<file path="src/rtl/matmul_pkg.sv">
// Shared definitions for the memory-mapped matrix multiplier.
// Holds the sequencer state encoding, the address-source select codes,
// default parameter values and the row-major address helper.
package matmul_pkg;

  localparam int MEM_AW_DEF   = 16;
  localparam int MEM_DW_DEF   = 32;
  localparam int DIM_BITS_DEF = 16;
  localparam int PREC_DEF     = 16;

  typedef enum logic [2:0] {
    S_IDLE,
    S_RD_A,
    S_WT_A,
    S_RD_B,
    S_WT_B,
    S_MAC,
    S_WR_C,
    S_DONE
  } state_t;

  typedef enum logic [1:0] {
    SEL_A,
    SEL_B,
    SEL_C
  } addr_sel_t;

  // base + row*stride + col at 32 bits; callers truncate to the memory
  // address width, which gives the required wrap-around.
  function automatic logic [31:0] addr_expr(input logic [31:0] base,
                                            input logic [31:0] row,
                                            input logic [31:0] stride,
                                            input logic [31:0] col);
    return base + row * stride + col;
  endfunction

endpackage

</file>
<file path="src/rtl/matmul_addr_gen.sv">
// Loop counters and address generation for the matrix multiplier.
// Ports:
//   clk, rst          clock, synchronous active-high reset
//   clr               clear i, j, k (start of a run)
//   inc_k             advance k (wraps to 0 after the last k)
//   inc_ij            advance j, carrying into i after the last j
//   sel               address source: SEL_A, SEL_B or SEL_C
//   *_base, *_stride  latched matrix placement
//   a_rows/a_cols/b_cols  latched dimensions
//   last_k, last_ij   loop terminal flags
//   addr              selected word address
module matmul_addr_gen
  import matmul_pkg::*;
#(
  parameter int MEM_AW   = MEM_AW_DEF,
  parameter int DIM_BITS = DIM_BITS_DEF
) (
  input  logic                clk,
  input  logic                rst,
  input  logic                clr,
  input  logic                inc_k,
  input  logic                inc_ij,
  input  logic [1:0]          sel,
  input  logic [MEM_AW-1:0]   a_base,
  input  logic [MEM_AW-1:0]   b_base,
  input  logic [MEM_AW-1:0]   c_base,
  input  logic [DIM_BITS-1:0] a_stride,
  input  logic [DIM_BITS-1:0] b_stride,
  input  logic [DIM_BITS-1:0] c_stride,
  input  logic [DIM_BITS-1:0] a_rows,
  input  logic [DIM_BITS-1:0] a_cols,
  input  logic [DIM_BITS-1:0] b_cols,
  output logic                last_k,
  output logic                last_ij,
  output logic [MEM_AW-1:0]   addr
);

  localparam logic [DIM_BITS-1:0] ONE = DIM_BITS'(1);

  logic [DIM_BITS-1:0] i, j, k;
  logic                last_j;

  assign last_k  = (k == a_cols - ONE);
  assign last_j  = (j == b_cols - ONE);
  assign last_ij = last_j && (i == a_rows - ONE);

  always_ff @(posedge clk) begin
    if (rst || clr) begin
      i <= '0;
      j <= '0;
      k <= '0;
    end else begin
      if (inc_k) k <= last_k ? '0 : k + ONE;
      if (inc_ij) begin
        if (last_j) begin
          j <= '0;
          i <= i + ONE;
        end else begin
          j <= j + ONE;
        end
      end
    end
  end

  always_comb begin
    addr = '0;
    case (sel)
      SEL_A:   addr = MEM_AW'(addr_expr(32'(a_base), 32'(i), 32'(a_stride), 32'(k)));
      SEL_B:   addr = MEM_AW'(addr_expr(32'(b_base), 32'(k), 32'(b_stride), 32'(j)));
      default: addr = MEM_AW'(addr_expr(32'(c_base), 32'(i), 32'(c_stride), 32'(j)));
    endcase
  end

endmodule

</file>
<file path="src/rtl/matmul_engine.sv">
// Memory-mapped integer matrix multiplier, C = A x B.
// Walks i (rows of A), j (columns of B), k (inner) and issues one memory
// access at a time over a single-outstanding request/response port.
//
// state  | meaning
// IDLE   | waiting for go; latches configuration on start
// RD_A   | issue read of A[i][k]
// WT_A   | wait for A read data
// RD_B   | issue read of B[k][j]
// WT_B   | wait for B read data
// MAC    | acc += A*B, step k
// WR_C   | write acc to C[i][j], clear acc, step i/j
// DONE   | raise ret for one cycle
//
// Ports:
//   clk, rst                  clock, synchronous active-high reset
//   go, sm_ena                start request, sequencer enable (0 freezes)
//   aBASE/bBASE/cBASE         word addresses of element [0][0]
//   aSTRIDE/bSTRIDE/cSTRIDE   row pitch in words
//   aROWS/aCOLS/bCOLS         dimensions
//   mem_req/mem_write/mem_addr/mem_wdata   registered request outputs
//   mem_rdata_vld/mem_rdata   read response
//   ret                       one-cycle completion pulse
module matmul_engine
  import matmul_pkg::*;
#(
  parameter int MEM_AW   = MEM_AW_DEF,
  parameter int MEM_DW   = MEM_DW_DEF,
  parameter int DIM_BITS = DIM_BITS_DEF,
  parameter int PREC     = PREC_DEF
) (
  input  logic                clk,
  input  logic                rst,
  input  logic                go,
  input  logic                sm_ena,
  input  logic [MEM_AW-1:0]   aBASE,
  input  logic [MEM_AW-1:0]   bBASE,
  input  logic [MEM_AW-1:0]   cBASE,
  input  logic [DIM_BITS-1:0] aSTRIDE,
  input  logic [DIM_BITS-1:0] bSTRIDE,
  input  logic [DIM_BITS-1:0] cSTRIDE,
  input  logic [DIM_BITS-1:0] aROWS,
  input  logic [DIM_BITS-1:0] aCOLS,
  input  logic [DIM_BITS-1:0] bCOLS,
  output logic                mem_req,
  output logic                mem_write,
  output logic [MEM_AW-1:0]   mem_addr,
  output logic [MEM_DW-1:0]   mem_wdata,
  input  logic                mem_rdata_vld,
  input  logic [MEM_DW-1:0]   mem_rdata,
  output logic                ret
);

  state_t              state, state_nx;
  logic [MEM_AW-1:0]   a_base_q, b_base_q, c_base_q;
  logic [DIM_BITS-1:0] a_stride_q, b_stride_q, c_stride_q;
  logic [DIM_BITS-1:0] a_rows_q, a_cols_q, b_cols_q;
  logic [PREC-1:0]     op_a, op_b;
  logic [MEM_DW-1:0]   acc, product;
  logic                got_q;
  logic                clr, inc_k, inc_ij, last_k, last_ij;
  logic [1:0]          sel;
  logic [MEM_AW-1:0]   gen_addr;
  logic                rd_wait, rd_done;
  logic                unused_rdata_hi;

  assign unused_rdata_hi = ^mem_rdata[MEM_DW-1:PREC];
  assign product = MEM_DW'(op_a) * MEM_DW'(op_b);
  assign rd_wait = (state == S_WT_A) || (state == S_WT_B);
  // got_q remembers a response that landed while frozen.
  assign rd_done = mem_rdata_vld || got_q;

  matmul_addr_gen #(
    .MEM_AW  (MEM_AW),
    .DIM_BITS(DIM_BITS)
  ) u_addr_gen (
    .clk     (clk),
    .rst     (rst),
    .clr     (clr),
    .inc_k   (inc_k),
    .inc_ij  (inc_ij),
    .sel     (sel),
    .a_base  (a_base_q),
    .b_base  (b_base_q),
    .c_base  (c_base_q),
    .a_stride(a_stride_q),
    .b_stride(b_stride_q),
    .c_stride(c_stride_q),
    .a_rows  (a_rows_q),
    .a_cols  (a_cols_q),
    .b_cols  (b_cols_q),
    .last_k  (last_k),
    .last_ij (last_ij),
    .addr    (gen_addr)
  );

  always_ff @(posedge clk) begin
    if (rst) state <= S_IDLE;
    else     state <= state_nx;
  end

  always_comb begin
    state_nx = state;
    clr      = 1'b0;
    inc_k    = 1'b0;
    inc_ij   = 1'b0;
    sel      = SEL_C;
    if (state == S_RD_A) sel = SEL_A;
    if (state == S_RD_B) sel = SEL_B;
    if (sm_ena) begin
      case (state)
        S_IDLE: if (go) begin
          clr = 1'b1;
          if (aROWS == '0 || bCOLS == '0) state_nx = S_DONE;
          else if (aCOLS == '0)           state_nx = S_WR_C;
          else                            state_nx = S_RD_A;
        end
        S_RD_A: state_nx = S_WT_A;
        S_WT_A: if (rd_done) state_nx = S_RD_B;
        S_RD_B: state_nx = S_WT_B;
        S_WT_B: if (rd_done) state_nx = S_MAC;
        S_MAC: begin
          inc_k    = 1'b1;
          state_nx = last_k ? S_WR_C : S_RD_A;
        end
        S_WR_C: begin
          inc_ij = 1'b1;
          if (last_ij)            state_nx = S_DONE;
          else if (a_cols_q == '0) state_nx = S_WR_C;
          else                    state_nx = S_RD_A;
        end
        default: state_nx = S_IDLE;
      endcase
    end
  end

  always_ff @(posedge clk) begin
    if (rst) begin
      mem_req    <= 1'b0;
      mem_write  <= 1'b0;
      mem_addr   <= '0;
      mem_wdata  <= '0;
      ret        <= 1'b0;
      acc        <= '0;
      op_a       <= '0;
      op_b       <= '0;
      got_q      <= 1'b0;
      a_base_q   <= '0;
      b_base_q   <= '0;
      c_base_q   <= '0;
      a_stride_q <= '0;
      b_stride_q <= '0;
      c_stride_q <= '0;
      a_rows_q   <= '0;
      a_cols_q   <= '0;
      b_cols_q   <= '0;
    end else begin
      mem_req   <= 1'b0;
      mem_write <= 1'b0;
      ret       <= 1'b0;
      // Read data is captured even while frozen so it is not lost.
      if (rd_wait && mem_rdata_vld) begin
        if (state == S_WT_A) op_a <= mem_rdata[PREC-1:0];
        else                 op_b <= mem_rdata[PREC-1:0];
        got_q <= !sm_ena;
      end else if (sm_ena) begin
        got_q <= 1'b0;
      end
      if (sm_ena) begin
        case (state)
          S_IDLE: if (go) begin
            a_base_q   <= aBASE;
            b_base_q   <= bBASE;
            c_base_q   <= cBASE;
            a_stride_q <= aSTRIDE;
            b_stride_q <= bSTRIDE;
            c_stride_q <= cSTRIDE;
            a_rows_q   <= aROWS;
            a_cols_q   <= aCOLS;
            b_cols_q   <= bCOLS;
            acc        <= '0;
          end
          S_RD_A, S_RD_B: begin
            mem_req  <= 1'b1;
            mem_addr <= gen_addr;
          end
          S_MAC: acc <= acc + product;
          S_WR_C: begin
            mem_req   <= 1'b1;
            mem_write <= 1'b1;
            mem_addr  <= gen_addr;
            mem_wdata <= acc;
            acc       <= '0;
          end
          S_DONE: ret <= 1'b1;
          default: ;
        endcase
      end
    end
  end

endmodule

</file>
<file path="config.mk">
export PLATFORM = sky130hd
export DESIGN_NAME = matmul_engine
export DESIGN_NICKNAME = d
export VERILOG_FILES = /design/src/rtl/matmul_pkg.sv /design/src/rtl/matmul_addr_gen.sv /design/src/rtl/matmul_engine.sv
export SDC_FILE = /design/constraint.sdc
export NUM_CORES = 2
export LEC_CHECK = 0
export BUFFER_PORTS_ARGS = -buffer_cell sky130_fd_sc_hd__buf_4
export CAP_MARGIN = 20
export CORE_ASPECT_RATIO = 0.6
export CORE_MARGIN = 2
export CORE_UTILIZATION = 50
export DETAILED_ROUTE_END_ITERATION = 10
export MAX_ROUTING_LAYER = met4
export PLACE_DENSITY = 0.68
export SLEW_MARGIN = 25
export SYNTH_ARGS = -nofsm -noshare
export SYNTH_HDL_FRONTEND = slang
export SYNTH_HIERARCHICAL = 1
export SYNTH_SLANG_ARGS = --single-unit
</file>
<file path="constraint.sdc">
create_clock -name clk -period 7.7 [get_ports clk]
set_input_delay 0 -clock clk [delete_from_list [all_inputs] [get_ports clk]]
set_output_delay 0 -clock clk [all_outputs]
set_load 0.005 [all_outputs]
</file>
### Yosys cells after proc, flatten, opt, wreduce, memory -nomap -nowiden

Cells that the tools add are included.

| cells by class | value |
|---|---|
| equal/unequal tests | 14 |
| multiply operators | 4 |
| $add $sub $neg | 13 |
| bitwise logic cells | 2 |
| reductions and logical operators | 25 |
| multiplexer cells | 27 |

Operators by type and width:

| cell | count |
|---|---|
| $add 16x16->16 | 6 |
| $pmux 32 s3 | 1 |
| $logic_not 16->1 | 4 |
| $add 16x1->16 const B | 3 |
| $eq 16x16->1 | 3 |
| $mul 16x16->16 | 3 |
| $sub 16x1->16 const B | 3 |
| $add 32x32->32 | 1 |
| $mul 16x16->32 | 1 |
| $mux 16 | 2 |
| $mux 32 | 1 |
| $pmux 16 s2 | 1 |
| $mux 3 | 8 |
| $pmux 3 s7 | 1 |
| $eq 3x3->1 const B | 4 |
| $mux 1 | 11 |
| $reduce_and 2->1 | 5 |
| $eq 3x2->1 const B | 2 |
| $ne 2x2->1 const B | 3 |
| $reduce_and 3->1 | 2 |
| $logic_or 1x1->1 | 4 |
| $mux 2 | 2 |
| $reduce_and 4->1 | 1 |
| $eq 3x1->1 const B | 1 |
| 10 further kinds | 12 |

| word-level totals | value |
|---|---|
| register bits after elaboration | 311 |
| output and inout port bits | 51 |
| word-level logic and storage cells | 107 |

### Depth between registers and ports, before layout

| depth | value |
|---|---|
| depth in word-level cells | 5 |
| gate-level depth with buffers | 25 |
| gate-level depth less buffers | 23 |

### Cells and area by module

Netlist, hierarchy kept.

Modules (own cells, without submodules):

| module | sequential area each (µm²) | instances | cells each | area an instance (µm²) |
|---|---|---|---|---|
| matmul_engine | 5265.0 | 1 | 2287 | 18776.8 |
| matmul_addr_gen | 960.9 | 1 | 2233 | 18456.5 |

### Worst setup path after synthesis

No wires, ideal clock.

| timing | value |
|---|---|
| path type | register -> register |
| start | reg op_b[7] |
| end | reg acc[20] |
| stages on the path, launching flop included | 24 |
| setup slack | 1.857 ns |
| buffers on the path | 3 |
| clock period less this slack | 5.843 ns |
| data arrival time | 5.715 ns |
| cell sequence | dfxtp_1 -> clkbuf_1 -> clkbuf_1 -> nand2_1 -> fa_1 -> inv_1 -> fa_1 -> inv_1 -> fa_1 -> inv_1 -> fa_1 -> fa_1 -> inv_1 -> fa_1 -> inv_1 -> ha_1 -> buf_2 -> a21oi_1 -> inv_1 -> o41ai_1 -> a31oi_2 -> a211oi_1 -> xor2_1 -> o21ai_0 |

| between the ends | value |
|---|---|
| cells in the longest elaborated chain, start to end | 3 |

Ends and longest elaborated chain:

| what | line | source |
|---|---|---|
| from (decl) | matmul_engine.sv:58 | `logic [PREC-1:0] op_a, op_b;` |
| from (signal assigned) | matmul_engine.sv:164 | `else op_b <= mem_rdata[PREC-1:0];` |
| $mul 16x16->32 | matmul_engine.sv:68 | `assign product = MEM_DW'(op_a) * MEM_DW'(op_b);` |
| $add 32x32->32 | matmul_engine.sv:187 | `S_MAC: acc <= acc + product;` |
| $pmux 32 s3 | matmul_engine.sv:170 | `case (state)` |
| to (signal assigned) | matmul_engine.sv:187 |  |
| to (decl) | matmul_engine.sv:59 | `logic [MEM_DW-1:0] acc, product;` |

Every way passes these cells.
A chain may end at the register's enable or synchronous reset.

### Worst setup path after layout

| timing | value |
|---|---|
| start | reg op_a[7] |
| end | reg acc[26] |

| between the ends | value |
|---|---|
| cells in the longest elaborated chain, start to end | 3 |

Ends and longest elaborated chain:

| what | line | source |
|---|---|---|
| from (decl) | matmul_engine.sv:58 |  |
| from (signal assigned) | matmul_engine.sv:163 | `if (state == S_WT_A) op_a <= mem_rdata[PREC-1:0];` |
| $mul 16x16->32 | matmul_engine.sv:68 |  |
| $add 32x32->32 | matmul_engine.sv:187 |  |
| $pmux 32 s3 | matmul_engine.sv:170 |  |

Every way passes these cells.

==> results.cfg <==
[yosys]
synth_top_area_share_pct = 29.5
synth_ff_type = dfxtp_1
synth_area_leader_cell = fa_1
synth.ff_latch_count = 311
synth-async-reset-ratio_pct = 0
synth_edf_count = 0
synth_cells = 4520
syn-cell-area_um2 = 37200
ys_top_cells_by_count = inv_1 (862), nand2_1 (836), fa_1 (549), and2_1 (347), dfxtp_1 (311)
ys_types = 81
syn_area_per_cell_um2 = 8.24
yosys_warnings = 6
synth_nets = 5508
synth.most_common_cell = inv_1
synth.area.top_cells = fa_1 (30%), dfxtp_1 (17%), inv_1 (8.7%)
ys_seq_area_share_pct = 16.7

[sta]
fin_skew_ps = 24.7
layout_min_cycle_time_ps = 6660
finalCritPeriodShare_pct = 86.4
grt_setup_unrepaired = no
fmaxAchievable_mhz = 150
whs_ps = 36.3
worst_pin_slew_ps = 1030
setup_tns_ps = 0
setup_violations = 0
hold_viol_final = 0
slew_headroom_pct = 31.3
slew_viol_final = 0

[detailed_routing]
dr.pass1.iters = 8
via_count = 30400
drt-initial-drc-count = 2427
ant_nets = 0
routedWlPerCell_um = 18.7
drc = 0
finalWirelength_mm = 108
viasPerCell = 5.28

[die]
io_pins = 232
die_w_um = 356
die-height_um = 215
core_area_um2 = 73700
die_area_um2 = 76700
rows = 77
start_util_pct = 50.5

[global_routing]
grt_pass1_vias = 30200
groute.usage.overall_pct = 29.5
antenna_found_initial = 7
gr-total-overflow = 0
grt_max_degree = 105
grt_first_pass_wirelength_mm = 171

[clock_tree]
cts_tree = built
clk_path_buf_depth = 3
cts_setup_buffers = 0
cts_made_buffers = 36
post_cts_resized = 0
worstSkewPairLatency_ps = 590
cts_max_level = 2
clkTransAtPathRegs_ps = 60
cts.root.buffer_cell = clkbuf_16
numClockSinks = 311

[power_and_ir_drop]
p_clk_share_pct = 45.1
pwr_density_cell_nw_per_um2 = 101
p_switching_mw = 1.22
cellLeakagePower_nw = 19.8
irDropWorstVdd_uv = 160
pwr-share-seq_pct = 40.9
power.internal_mw = 3.05
p_comb_share_pct = 14.0
swShare_pct = 28.6

[place]
io_buffer_count = 215
hpwlAfterDp_mm = 83.7
routabilityCongestion = 0.971
postPlaceCellArea_um2 = 39500

[setup_path]
cp_common_cell = fa_1
critPathKind = flip-flop to flip-flop
cp.required_ps = 8150
cp_max_fo = 17
crit_slowest_cell = dfxtp_1
critPathMaxStageDelay_ps = 860
cp_num_buf_inv = 5
crit_chain = nand2_1 > fa_1 > inv_1 > fa_1 > inv_1 > fa_1 > inv_1 > fa_1 > fa_1 > inv_1 > fa_1 > inv_1 > ha_1 > a21oi_1 > o21ai_0 > nor3_1 > a21oi_1 > a21o_1 > xnor2_1 > o21ai_0
crit_family = adder cells
critPathLaunchType = flip-flop
arrival_ps = 7110
critPathCaptureType = flip-flop

[hold_path]
holdCritPathClass = input port to flip-flop

[flow_run]
max-cap-violations = 0

[finish]
areaGrowthSynthToFinish_pct = 14.0
fin_area_um2 = 42400
drive_above_1_share_pct = 7.56
nets = 5738

[outcome]
outcome = finished clean
worst reg2reg max path, cell delays in order, from the launching register on:
cell	delay [ps]
dfxtp_1	860
nand2_1	200
fa_1	580
inv_1	50
fa_1	490
inv_1	50
fa_1	520
inv_1	50
fa_1	390
fa_1	520
inv_1	50
fa_1	470
inv_1	40
ha_1	440
a21oi_1	220
o21ai_0	330
nor3_1	100
a21oi_1	560
a21o_1	320
xnor2_1	150
o21ai_0	100
layer usage:
metal / part of all wire, % / global-route usage (%) / vias up
li1: - / - / 14200
met1: 47 / 43.9 / 14900
met2: 40 / 40.2 / 1208
met3: 10 / 7.36 / 150
met4: 2.2 / 6.41 / 0
met5: 0 / - / -
what timing repair did:
item | 4_1_cts | 5_1_grt
hold buffers | 162 | 0
endpoints found under the hold margin | 181 | 0
setup endpoints to repair | 0 | 0
stage by stage:
stage                     setup slack, ps  utilization (%)  total power [mW]  std cells
after global routing                  736             57.6              4.44       5767
after CTS                            1160             57.6              4.29       5762
after global placement               1250             53.6              2.29       5536
after floorplan                      1860                -              2.08       4520
after detailed placement             1200             53.6              2.30       5537
final                                1040             57.6              4.27       5767
power by group through the flow:
stage / Combinational, mW / Sequential, mW / Clock (mW)
floorplan: 0.358 / 1.72 / 0
global placement: 0.512 / 1.78 / 0
detailed placement: 0.520 / 1.78 / 0
CTS: 0.591 / 1.74 / 1.96
global route: 0.660 / 1.75 / 2.03
finish: 0.599 / 1.75 / 1.93
placed cells by master, fill, tap and decap left out, drive strengths merged, types with 70 or more instances in the layout:
| master | Yosys | final |
|---|---|---|
| a21oi | 296 | 296 |
| and2 | 347 | 347 |
| buf | 38 | 251 |
| dfxtp | 311 | 311 |
| dlygate4sd3 | 0 | 162 |
| fa | 549 | 549 |
| ha | 258 | 258 |
| inv | 863 | 866 |
| nand2 | 836 | 836 |
| nor2 | 133 | 133 |
| xnor2 | 180 | 180 |
| xor2 | 70 | 70 |
state kept, by name, summed over array words and instances, names as in the netlist, 16 cells and up:
register      cells
c_stride_q       16
u_addr_gen/k     16
a_stride_q       16
u_addr_gen/i     16
b_cols_q         16
b_stride_q       16
c_base_q         16
u_addr_gen/j     16
op_a             16
b_base_q         16
a_cols_q         16
acc              32
op_b             16
mem_addr         16
a_base_q         16
a_rows_q         16
mem_wdata        32
cell families (layout without fill, tap and decap cells):
group / count (synthesis) / count (layout) / share of synthesized area (%)
compound gates: 492 / 492 / 7.70
xor+xnor: 250 / 250 / 5.88
fa+ha+maj: 807 / 807 / 38.2
buf+inv: 1085 / 1340 / 11.1
flops: 311 / 311 / 16.7
mux: 34 / 34 / 0.921
other cells: 0 / 5 / 0
simple gates: 1541 / 1541 / 19.5
final cells by class:
| cell class | instances | area [um2] |
|---|---|---|
| fill | 6619 | 31300 |
| multi-input combinational | 3124 | 26900 |
| sequential | 311 | 6230 |
| timing repair buffer | 414 | 3520 |
| inverter | 863 | 3240 |
| tap | 987 | 1230 |
| clock buffer | 47 | 1070 |
| clock inverter | 16 | 216 |
| antenna | 5 | 12.5 |
final timing paths:
check / from / to / slack [ps] / cells past startpoint
hold reg to reg: mem_wdata[16] / mem_wdata[16] / 460 / 2
setup / recovery: op_a[7] / acc[26] / 1040 / 20
hold / removal: rst / op_a[8] / 40 / 2
setup reg to reg: op_a[7] / acc[26] / 1040 / 20
(Power assumes the default switching activity.)
